===== config.mk =====
export PLATFORM = sky130hd
export DESIGN_NAME = uart_tx_frame_flat
export DESIGN_NICKNAME = d
export VERILOG_FILES = /design/src/rtl/uart_tx_frame_if.sv /design/src/rtl/uart_tx_frame.sv /design/src/flat_wrapper.sv
export SDC_FILE = /design/constraint.sdc
export NUM_CORES = 1
export LEC_CHECK = 0
export ABC_AREA = 1
export CAP_MARGIN = 20
export CORE_MARGIN = 4
export CORE_UTILIZATION = 35
export CTS_CLUSTER_SIZE = 40
export DETAILED_ROUTE_END_ITERATION = 6
export PLACE_DENSITY_LB_ADDON = 0.25
export SLEW_MARGIN = 20
export SYNTH_ARGS = -nofsm -noshare
export SYNTH_HDL_FRONTEND = slang
export SYNTH_SLANG_ARGS = --single-unit

===== constraint.sdc =====
create_clock -name clk -period 1.15 [get_ports clk]
set_clock_uncertainty 0.1 [all_clocks]
set_input_delay 0.1725 -clock clk [delete_from_list [all_inputs] [get_ports clk]]
set_output_delay 0.1725 -clock clk [all_outputs]
set_load 0.01 [all_outputs]

===== src/rtl/uart_tx_frame_if.sv =====
`default_nettype none
// ============================================================================
// Module   : uart_tx_frame_if
// Purpose  : Byte handshake between the user/FIFO side and uart_tx_frame.
//            master drives data/valid, slave (the transmitter) drives ready.
// Revision : 1.0 - initial release
// ============================================================================
interface uart_tx_frame_if #(
  parameter int DATA_BITS = 8
);
  logic [DATA_BITS-1:0] tx_data;
  logic                 tx_valid;
  logic                 tx_ready;

  modport master (output tx_data, output tx_valid, input tx_ready);
  modport slave  (input tx_data, input tx_valid, output tx_ready);
endinterface
`default_nettype wire


===== src/rtl/uart_tx_frame.sv =====
`default_nettype none
// ============================================================================
// Module   : uart_tx_frame
// Purpose  : Byte-serialising UART transmitter. Frames one byte as start,
//            LSB-first data, optional even parity and stop bit(s); every
//            bit lasts one i_baud_en period. TXD and TX_DONE are registered.
// Options  : define UART_TX_PARITY_EN to add an even-parity bit per frame.
// Revision : 1.0 - initial release
// ============================================================================
module uart_tx_frame #(
  parameter int DATA_BITS = 8,   // 5..8
  parameter int STOP_BITS = 1    // 1 or 2
) (
  input  wire logic      clk,
  input  wire logic      rst,
  input  wire logic      i_baud_en,
  uart_tx_frame_if.slave tx_if,
  output logic           o_txd,
  output logic           o_tx_busy,
  output logic           o_tx_done
);

  localparam logic [3:0] C_LAST_DATA = 4'(DATA_BITS - 1);
  localparam logic [3:0] C_LAST_STOP = 4'(STOP_BITS - 1);

`ifdef UART_TX_PARITY_EN
  typedef enum logic [2:0] {
    S_IDLE   = 3'd0,
    S_SYNC   = 3'd1,
    S_START  = 3'd2,
    S_DATA   = 3'd3,
    S_PARITY = 3'd4,
    S_STOP   = 3'd5
  } state_t;
`else
  typedef enum logic [2:0] {
    S_IDLE   = 3'd0,
    S_SYNC   = 3'd1,
    S_START  = 3'd2,
    S_DATA   = 3'd3,
    S_STOP   = 3'd5
  } state_t;
`endif

  state_t               state_q, state_d;
  logic [DATA_BITS-1:0] shift_q, shift_d;
  logic [3:0]           cnt_q, cnt_d;
  logic                 txd_q, txd_d;
  logic                 done_q, done_d;
`ifdef UART_TX_PARITY_EN
  logic                 parity_q, parity_d;
`endif

  // Next-state, datapath and next-TXD computation; TXD is derived from the
  // next state so the registered line changes on the same edge as the state.
  always_comb begin
    state_d = state_q;
    shift_d = shift_q;
    cnt_d   = cnt_q;
    done_d  = 1'b0;
`ifdef UART_TX_PARITY_EN
    parity_d = parity_q;
`endif
    case (state_q)
      S_IDLE: begin
        // A tick coincident with the transfer is deliberately ignored: the
        // frame waits in SYNC so the start bit is always full length.
        if (tx_if.tx_valid) begin
          state_d = S_SYNC;
          shift_d = tx_if.tx_data;
          cnt_d   = 4'd0;
`ifdef UART_TX_PARITY_EN
          parity_d = ^tx_if.tx_data;
`endif
        end
      end
      S_SYNC: begin
        if (i_baud_en) state_d = S_START;
      end
      S_START: begin
        if (i_baud_en) begin
          state_d = S_DATA;
          cnt_d   = 4'd0;
        end
      end
      S_DATA: begin
        if (i_baud_en) begin
          shift_d = {1'b0, shift_q[DATA_BITS-1:1]};
          if (cnt_q == C_LAST_DATA) begin
            cnt_d = 4'd0;
`ifdef UART_TX_PARITY_EN
            state_d = S_PARITY;
`else
            state_d = S_STOP;
`endif
          end else begin
            cnt_d = cnt_q + 4'd1;
          end
        end
      end
`ifdef UART_TX_PARITY_EN
      S_PARITY: begin
        if (i_baud_en) begin
          state_d = S_STOP;
          cnt_d   = 4'd0;
        end
      end
`endif
      S_STOP: begin
        // Counter reused to time one or two stop bits.
        if (i_baud_en) begin
          if (cnt_q == C_LAST_STOP) begin
            state_d = S_IDLE;
            cnt_d   = 4'd0;
            done_d  = 1'b1;
          end else begin
            cnt_d = cnt_q + 4'd1;
          end
        end
      end
      default: begin
        state_d = S_IDLE;
        cnt_d   = 4'd0;
      end
    endcase

    case (state_d)
      S_START: txd_d = 1'b0;
      S_DATA:  txd_d = shift_d[0];
`ifdef UART_TX_PARITY_EN
      S_PARITY: txd_d = parity_d;
`endif
      default: txd_d = 1'b1;
    endcase
  end

  // State and output registers; reset forces the line idle immediately.
  always_ff @(posedge clk or posedge rst) begin
    if (rst) begin
      state_q  <= S_IDLE;
      shift_q  <= '0;
      cnt_q    <= 4'd0;
      txd_q    <= 1'b1;
      done_q   <= 1'b0;
`ifdef UART_TX_PARITY_EN
      parity_q <= 1'b0;
`endif
    end else begin
      state_q  <= state_d;
      shift_q  <= shift_d;
      cnt_q    <= cnt_d;
      txd_q    <= txd_d;
      done_q   <= done_d;
`ifdef UART_TX_PARITY_EN
      parity_q <= parity_d;
`endif
    end
  end

  assign tx_if.tx_ready = (state_q == S_IDLE);
  assign o_tx_busy      = (state_q != S_IDLE);
  assign o_txd          = txd_q;
  assign o_tx_done      = done_q;

endmodule
`default_nettype wire


===== src/flat_wrapper.sv =====
// flat-port wrapper written by rule: the top's interface ports become plain ports
module uart_tx_frame_flat 
#(
  parameter int DATA_BITS = 8,          
  parameter int STOP_BITS = 1             
)
  (clk, rst, i_baud_en, o_txd, o_tx_busy, o_tx_done, tx_if_tx_data, tx_if_tx_valid, tx_if_tx_ready);
  uart_tx_frame_if #(.DATA_BITS(DATA_BITS)) tx_if_i ();
  input  wire logic clk;
  input  wire logic rst;
  input  wire logic i_baud_en;
  output logic o_txd;
  output logic o_tx_busy;
  output logic o_tx_done;
  input wire logic [$bits(tx_if_i.tx_data)-1:0] tx_if_tx_data;
  input wire logic [$bits(tx_if_i.tx_valid)-1:0] tx_if_tx_valid;
  output wire logic [$bits(tx_if_i.tx_ready)-1:0] tx_if_tx_ready;
  assign tx_if_i.tx_data = tx_if_tx_data;
  assign tx_if_i.tx_valid = tx_if_tx_valid;
  assign tx_if_tx_ready = tx_if_i.tx_ready;
  uart_tx_frame #(.DATA_BITS(DATA_BITS), .STOP_BITS(STOP_BITS)) u_core (.clk(clk), .rst(rst), .i_baud_en(i_baud_en), .tx_if(tx_if_i), .o_txd(o_txd), .o_tx_busy(o_tx_busy), .o_tx_done(o_tx_done));
endmodule

==> metrics.md, run 1 <==
| Metric | Value |
|---|---|
| Setup repair after global routing missed its margin | yes |
| Layout-stage area growth over the synthesis result | 64.0% |
| CP Cell Sequence | buf_6, inv_6, nand3_4, buf_4, nand2_2, nor2_1, nand2_1, nand2_1, nand2_1 |
| Sequential power share | 26.6% |
| Number of max-cap violations | 0 |
| Drc violations | 0 |
| Logic pwr share | 64.1% |
| Die Span Y | 60.2 um |
| Antenna-violating nets left | 0 |
| Synth area leaders | dfrtp_1 (42%), nand2_1 (17%), nand3_1 (4.7%) |
| Source of the worst register-to-register timing path | u_core.state_q[2] |
| Final worst slack | -265 ps |
| Kind of path behind the tightest hold check | input port to asynchronous set/reset pin |
| Critical path data required time | 1290 ps |
| Number of vias in the routed layout | 931 |
| Switch share | 43.3% |
| Slew HR | 83.2% |
| Final net count | 178 |
| Endpoints failing setup | 20 |
| Final Hold Slack | 73.1 ps |
| Clock slew at the register clock pins of the worst setup and hold paths | 110 ps |
| Number of global-route vias before repair | 930 |
| Arrival time reported for the critical path endpoint | 1550 ps |
| Area of the mapped netlist | 955 sq um |
| Antenna fix cells | 0 |
| Setup crit end kind | flop |
| Internal Dissipation | 2020 uW |
| Number of clock buffers inserted by TritonCTS | 3 |
| Crit path launch type | flop |
| Total Power Consumption | 3560 uW |
| Overflow after GRT | 0 |
| Most frequent standard cell in the layout excluding fill and tap cells | nand2_1 |
| Proportion of netlist area held by the largest area contributor | 41.9% |
| Routed wire per std cell | 12.4 um |
| Initial detailed-routing violation count | 30 |
| Peak supply drop | 0.00144 V |
| Worst reg2reg endpoint | u_core.o_txd |
| DP Worst Slack | -317 ps |
| Final slew viol count | 0 |
| Length in cells of the worst reg-to-reg path | 9 |
| Finished layout cell area | 1570 sq um |
| TritonCTS clock tree | done |
| Initial antenna violation count | 0 |
| Fmax | 707 MHz |
| Number of warnings reported in the yosys synthesis log | 0 |
| Number of placement rows | 18 |
| Run status | complete, but fails checks |
| Cell at the root of the clock tree | clkbuf_4 |
| Starting density of the core | 37.5% |
| Detailed Routing Iterations Pass 1 | 4 |
| Synthesized netlist net count | 130 |
| Power density relative to cell area | 2270 nW/um^2 |
| Final HPWL DP | 1590 um |
| Final worst-path cycle share | 123% |
| Post-synthesis cell type with the largest combined area | dfrtp_1 |
| Maximum clock path buffer count | 2 |
| Violated checks | setup timing |
| Part of the power in the clock network | 9.3% |
| Global placer's final weighted congestion | 0.755 |
| Total count of hold-check failures in the final report | 0 |
| Port Buffer Count | 15 |
| Crit-path slowest cell | dfrtp_1 |
| Width of the chip | 60.2 um |
| Aggregate global-route resource usage | 14.3% |
| Die footprint | 3630 sq um |
| End-of-flow core utilization | 61.5% |
| Post-CTS Hold Fix Bufs | 0 |
| Sink Count | 17 |
| Global-route wire length before repair | 3890 um |
| CP Max Fanout | 7 |
| Clock period minus worst slack | 1420 ps |
| Dominant cell type by count on the critical path | nand2_1 |
| Commonest non-fill, non-tap cells in the layout | nand2_1 (33), buf_4 (19), dfrtp_1 (14), clkdlybuf4s50_1 (11), buf_6 (11) |
| # IOs | 16 |
| Share of post-route cells with drive strength above 1 | 50.3% |
| Slew of the pin with the lowest slew margin | 250 ps |
| Gate count after technology mapping | 116 |
| Area of the core region | 2540 sq um |
| Reported net switching power | 1540 uW |
| Synthesized area divided by synthesized cell count | 8.23 sq um |
| R2r setup slk | -270 ps |
| Standby leakage power | 0.000793 uW |
| Cell area after placement | 1320 sq um |
| Final wirelength | 2400 um |
| Worst stage delay on the critical path | 440 ps |
| Synth Register Bits | 17 |
| Post-synthesis sequential area ratio | 44.7% |
| Average via count per standard cell | 4.82 |
| Maximum number of pins on one net before global-route repair | 18 |
| CTS H-Tree Depth | 1 |
| Distinct cells, synth | 25 |
| Type of the worst setup path | flop to flop |
| Clock latency of the later-clocked register in the worst-skew pair | 290 ps |
==> per-stage QoR <==
step | instances | setup TNS [ps]
2_1_floorplan | 116 | -1180
3_3_place_gp | 181 | -4880
3_5_place_dp | 181 | -5060
4_1_cts | 188 | -3650
5_1_grt | 193 | -5470
6_report | 193 | -3980
==> synth_stat cells <==
cell / n
nand2_4: 3
dfrtp_1: 16
nand3_4: 1
nand3_1: 9
nand2_2: 1
o211ai_4: 1
nand2_1: 43
o21ai_1: 2
o21ai_0: 2
nor2_4: 1
xor2_1: 2
nor2_2: 2
nor4_1: 1
a22oi_1: 6
inv_1: 8
nand4_1: 1
inv_4: 1
ha_1: 2
o21ai_2: 2
nor3_1: 1
nor2_1: 4
clkinv_1: 1
inv_2: 4
dfstp_2: 1
a31oi_1: 1
==> layout make-up <==
cell class / count / area [sq um]
clock buffers: 3 / 22.5
flip-flops and latches: 17 / 429
repair buffers: 43 / 402
multi-input cells: 85 / 601
inverters: 14 / 68.8
well taps: 30 / 37.5
clock inverters: 1 / 5.00
fillers: 233 / 980
==> layer usage <==
metal / up-vias / share of wire [%] / global-route usage [%]
met5: - / 0 / 0
met4: 0 / 1.2 / 4.43
met3: 4 / 3.5 / 1.94
met2: 18 / 51 / 25.2
met1: 439 / 44 / 18.0
li1: 470 / - / -
==> power by group through the flow <==
| stage | combinational (uW) | sequential (uW) | clock [uW] |
|---|---|---|---|
| after floorplan | 988 | 974 | 0 |
| after global routing | 2500 | 975 | 362 |
| after CTS | 1940 | 943 | 338 |
| final | 2280 | 947 | 331 |
| after global placement | 1640 | 927 | 0 |
| after detailed placement | 1680 | 939 | 0 |
==> worst max-delay path, delay by kind of cell (launching register included) <==
| kind | cells | cell delay [ps] |
|---|---|---|
| AND/OR/NAND/NOR | 6 | 430 |
| flip-flops | 1 | 440 |
| buffers and inverters | 3 | 390 |
==> how the worst max path moves through the flow <==
stage | cells after the start | startpoint | endpoint | slack [ps]
CTS | 6 | u_core.state_q[2] | u_core.shift_q[6] | -260
global placement | 4 | u_core.state_q[1] | tx_if_tx_ready | -290
detailed placement | 4 | u_core.state_q[1] | tx_if_tx_ready | -320
floorplan | 8 | u_core.state_q[1] | u_core.cnt_q[0] | -130
global route | 7 | u_core.state_q[1] | u_core.o_txd | -340
finish | 9 | u_core.state_q[2] | u_core.o_txd | -270
==> timing repair <==
item                                    4_1_cts  5_1_grt
cloned                                        0        0
endpoints found under the setup margin       21       20
buffers inserted                              4        6
pin swaps                                    13       16
gates resized for setup                      42       22
==> flip-flops by register name, summed over array words and instances, names as in the netlist <==
register	cells
u_core.state_q	3
u_core.o_txd	1
u_core.cnt_q	4
u_core.shift_q	8
u_core.o_tx_done	1
==> logic make-up (layout without fill, tap and decap cells) <==
family                     count (synthesis)  after routing  share of synthesized area [%]
DFF                                       17             17                           44.7
adders and majority gates                  2              2                           2.62
AOI/OAI and AO/OA                         14             14                           11.5
buffers and inverters                     14             61                           5.77
xor gates and xnor gates                   2              2                           1.84
and+or+nand+nor                           67             67                           33.6
(Power assumes the default switching activity.)
==> inputs of run 2 (changes only) <==
--- a/config.mk
+++ b/config.mk
@@ -6,7 +6,7 @@
 export NUM_CORES = 1
 export LEC_CHECK = 0
 export ABC_AREA = 1
-export CAP_MARGIN = 20
+export CAP_MARGIN = 15
 export CORE_MARGIN = 4
 export CORE_UTILIZATION = 35
 export CTS_CLUSTER_SIZE = 40
==> results of run 2 <==
The final DEF is identical to that of run 1; final timing and power are the same.
==> inputs of run 3 (changes only) <==
--- a/config.mk
+++ b/config.mk
@@ -12,6 +12,7 @@
 export CTS_CLUSTER_SIZE = 40
 export DETAILED_ROUTE_END_ITERATION = 6
 export PLACE_DENSITY_LB_ADDON = 0.25
+export SKIP_CTS_REPAIR_TIMING = 1
 export SLEW_MARGIN = 20
 export SYNTH_ARGS = -nofsm -noshare
 export SYNTH_HDL_FRONTEND = slang
==> metrics.md, run 3 (synthesis results as in run 1) <==
| Metric | Value |
|---|---|
| Width of the chip | 60.2 um (unchanged) |
| Cell at the root of the clock tree | clkbuf_4 |
| Aggregate global-route resource usage | 13.6% (-0.76 points) |
| Logic pwr share | 60.3% (-3.8 points) |
| Sequential power share | 29.4% (+2.8 points) |
| Crit path launch type | flop |
| Clock latency of the later-clocked register in the worst-skew pair | 290 ps (about the same) |
| Part of the power in the clock network | 10.3% (+1.0 points) |
| Starting density of the core | 37.5% (unchanged) |
| Switch share | 43.4% (+0.059 points) |
| Die Span Y | 60.2 um (unchanged) |
| Clock period minus worst slack | 1400 ps (-10.2 ps) |
| Number of clock buffers inserted by TritonCTS | 3 (unchanged) |
| Global-route wire length before repair | 3710 um (-4.8%) |
| Setup repair after global routing missed its margin | yes |
| Final worst-path cycle share | 122% (-0.89 points) |
| Overflow after GRT | 0 (unchanged) |
| Run status | complete, but fails checks |
| Number of flip-flops under the largest register name | 8 (unchanged) |
| Number of max-cap violations | 0 (unchanged) |
| Number of vias in the routed layout | 915 (-1.7%) |
| Source of the worst register-to-register timing path | u_core.state_q[2] |
| Standby leakage power | 0.000773 uW (-2.5%) |
| Port Buffer Count | 15 (unchanged) |
| Kind of path behind the tightest hold check | input port to asynchronous set/reset pin |
| Most frequent standard cell in the layout excluding fill and tap cells | nand2_1 |
| Final HPWL DP | 1590 um (unchanged) |
| Initial antenna violation count | 0 (unchanged) |
| Final net count | 174 (-2.2%) |
| CP Cell Sequence | buf_6, inv_6, nand3_4, o211ai_4, nand2_1, nand2_1 |
| Commonest non-fill, non-tap cells in the layout | nand2_1 (38), buf_4 (21), dfrtp_1 (15), clkdlybuf4s50_1 (11), nand3_1 (7) |
| Top register by number of flip-flops | u_core.shift_q |
| CP Max Fanout | 8 (+1) |
| Length in cells of the worst reg-to-reg path | 6 (-3) |
| Slew HR | 83.1% (-0.098 points) |
| Antenna fix cells | 0 (unchanged) |
| Antenna-violating nets left | 0 (unchanged) |
| Crit-path slowest cell | dfrtp_1 |
| Area of the core region | 2540 sq um (unchanged) |
| Detailed Routing Iterations Pass 1 | 4 (unchanged) |
| Type of the worst setup path | flop to flop |
| Fill count | 237 (+1.7%) |
| Internal Dissipation | 1810 uW (-10%) |
| DP Worst Slack | -317 ps (unchanged) |
| Final wirelength | 2190 um (-8.6%) |
| Number of global-route vias before repair | 856 (-8.0%) |
| Worst reg2reg endpoint | u_core.shift_q[3] |
| Routed wire per std cell | 11.6 um (-6.7%) |
| Die footprint | 3630 sq um (unchanged) |
| Share of post-route cells with drive strength above 1 | 41.5% (-8.8 points) |
| DP Cell Count | 181 (unchanged) |
| Initial detailed-routing violation count | 46 (+53%) |
| Reported net switching power | 1390 uW (-10%) |
| TritonCTS clock tree | done |
| Sink Count | 17 (unchanged) |
| Peak supply drop | 0.00140 V (-2.5%) |
| Setup crit end kind | flop |
| Layout-stage area growth over the synthesis result | 53.6% |
| Clock slew at the register clock pins of the worst setup and hold paths | 110 ps (about the same) |
| Critical path data required time | 1280 ps (about the same) |
| Aggregate negative setup slack | -3860 ps (+120 ps) |
| Fmax | 712 MHz (+0.73%) |
| Total count of hold-check failures in the final report | 0 (unchanged) |
| Slew of the pin with the lowest slew margin | 252 ps (+1.46 ps) |
| End-of-flow core utilization | 57.6% (-3.9 points) |
| Worst path top cell family by delay | flip-flops |
| CTS H-Tree Depth | 1 (unchanged) |
| Drc violations | 0 (unchanged) |
| Cell Count, Final, Fillers Out | 189 (-2.1%) |
| Registers with the most flip-flops | u_core.shift_q x8, u_core.cnt_q x4, u_core.state_q x3 |
| Final worst slack | -255 ps (+10.2 ps) |
| Average via count per standard cell | 4.84 (+0.36%) |
| CP bufs+invs | 2 (-1) |
| # IOs | 16 (unchanged) |
| Dominant cell type by count on the critical path | nand2_1 |
| Worst stage delay on the critical path | 440 ps (about the same) |
| Maximum number of pins on one net before global-route repair | 18 (unchanged) |
| Violated checks | setup timing |
| Endpoints failing setup | 20 (unchanged) |
| Maximum clock path buffer count | 2 (unchanged) |
| Arrival time reported for the critical path endpoint | 1540 ps (about the same) |
| Final Hold Slack | 75.4 ps (+2.33 ps) |
| Final slew viol count | 0 (unchanged) |
| Power density relative to cell area | 2180 nW/um^2 (-4.1%) |
| Number of placement rows | 18 (unchanged) |
| Global placer's final weighted congestion | 0.755 (unchanged) |
| R2r setup slk | -250 ps (about the same) |
[run 3: cell count changes in the layout (fill, tap and decap cells not counted), moves of 2 or more]
cell     change
nand2_2      -4
buf_4        +2
nand2_1      +5
nand3_1      +3
nand3_2      -3
buf_6        -7
[run 3: worst reg2reg max path, cell delays in order (launching register included)]
cell and delay (ps):
dfrtp_1 440, buf_6 140, inv_6 60, nand3_4 150, o211ai_4 310, nand2_1 90
nand2_1 60
[run 3: worst max-delay path by stage]
stage / start / end / slack [ps] / cells past startpoint
6_report: u_core.state_q[2] / u_core.shift_q[3] / -250 / 6
2_1_floorplan: u_core.state_q[1] / u_core.cnt_q[0] / -130 / 8
3_5_place_dp: u_core.state_q[1] / tx_if_tx_ready / -320 / 4
4_1_cts: u_core.state_q[1] / tx_if_tx_ready / -640 / 4
3_3_place_gp: u_core.state_q[1] / tx_if_tx_ready / -290 / 4
5_1_grt: u_core.state_q[2] / u_core.shift_q[6] / -370 / 6
[run 3: layout make-up]
class | instances | area, sq um | share of cell area (%)
Inverter | 14 | 66.3 | 4.52
Clock buffer | 3 | 22.5 | 1.54
Timing Repair Buffer | 39 | 350 | 23.9
Tap cell | 30 | 37.5 | 2.56
Clock inverter | 1 | 5.00 | 0.341
Sequential cell | 17 | 428 | 29.2
Multi-Input combinational cell | 85 | 557 | 38.0
[run 3: power by group through the flow]
stage / logic (uW) / clock network, uW / registers [uW]
after floorplan: 988 / 0 / 974
after global placement: 1640 / 0 / 927
after detailed placement: 1680 / 0 / 939
after CTS: 1680 / 338 / 928
after global routing: 2150 / 363 / 970
final: 1930 / 329 / 938
[run 3: per-stage QoR]
step                cell area [sq um]  power (uW)
finish                           1470        3200
global route                     1470        3480
CTS                              1350        2940
detailed placement               1320        2620
global placement                 1320        2570
floorplan                         967        1960
[run 3: metal layers]
metal  global-route usage (%)  up-vias  part of all wire [%]
li1                         -      464                     -
met3                     2.59        2                   3.9
met2                     21.6       15                    50
met4                     4.11        0                  0.59
met1                     18.6      434                    46
met5                        0        -                     0
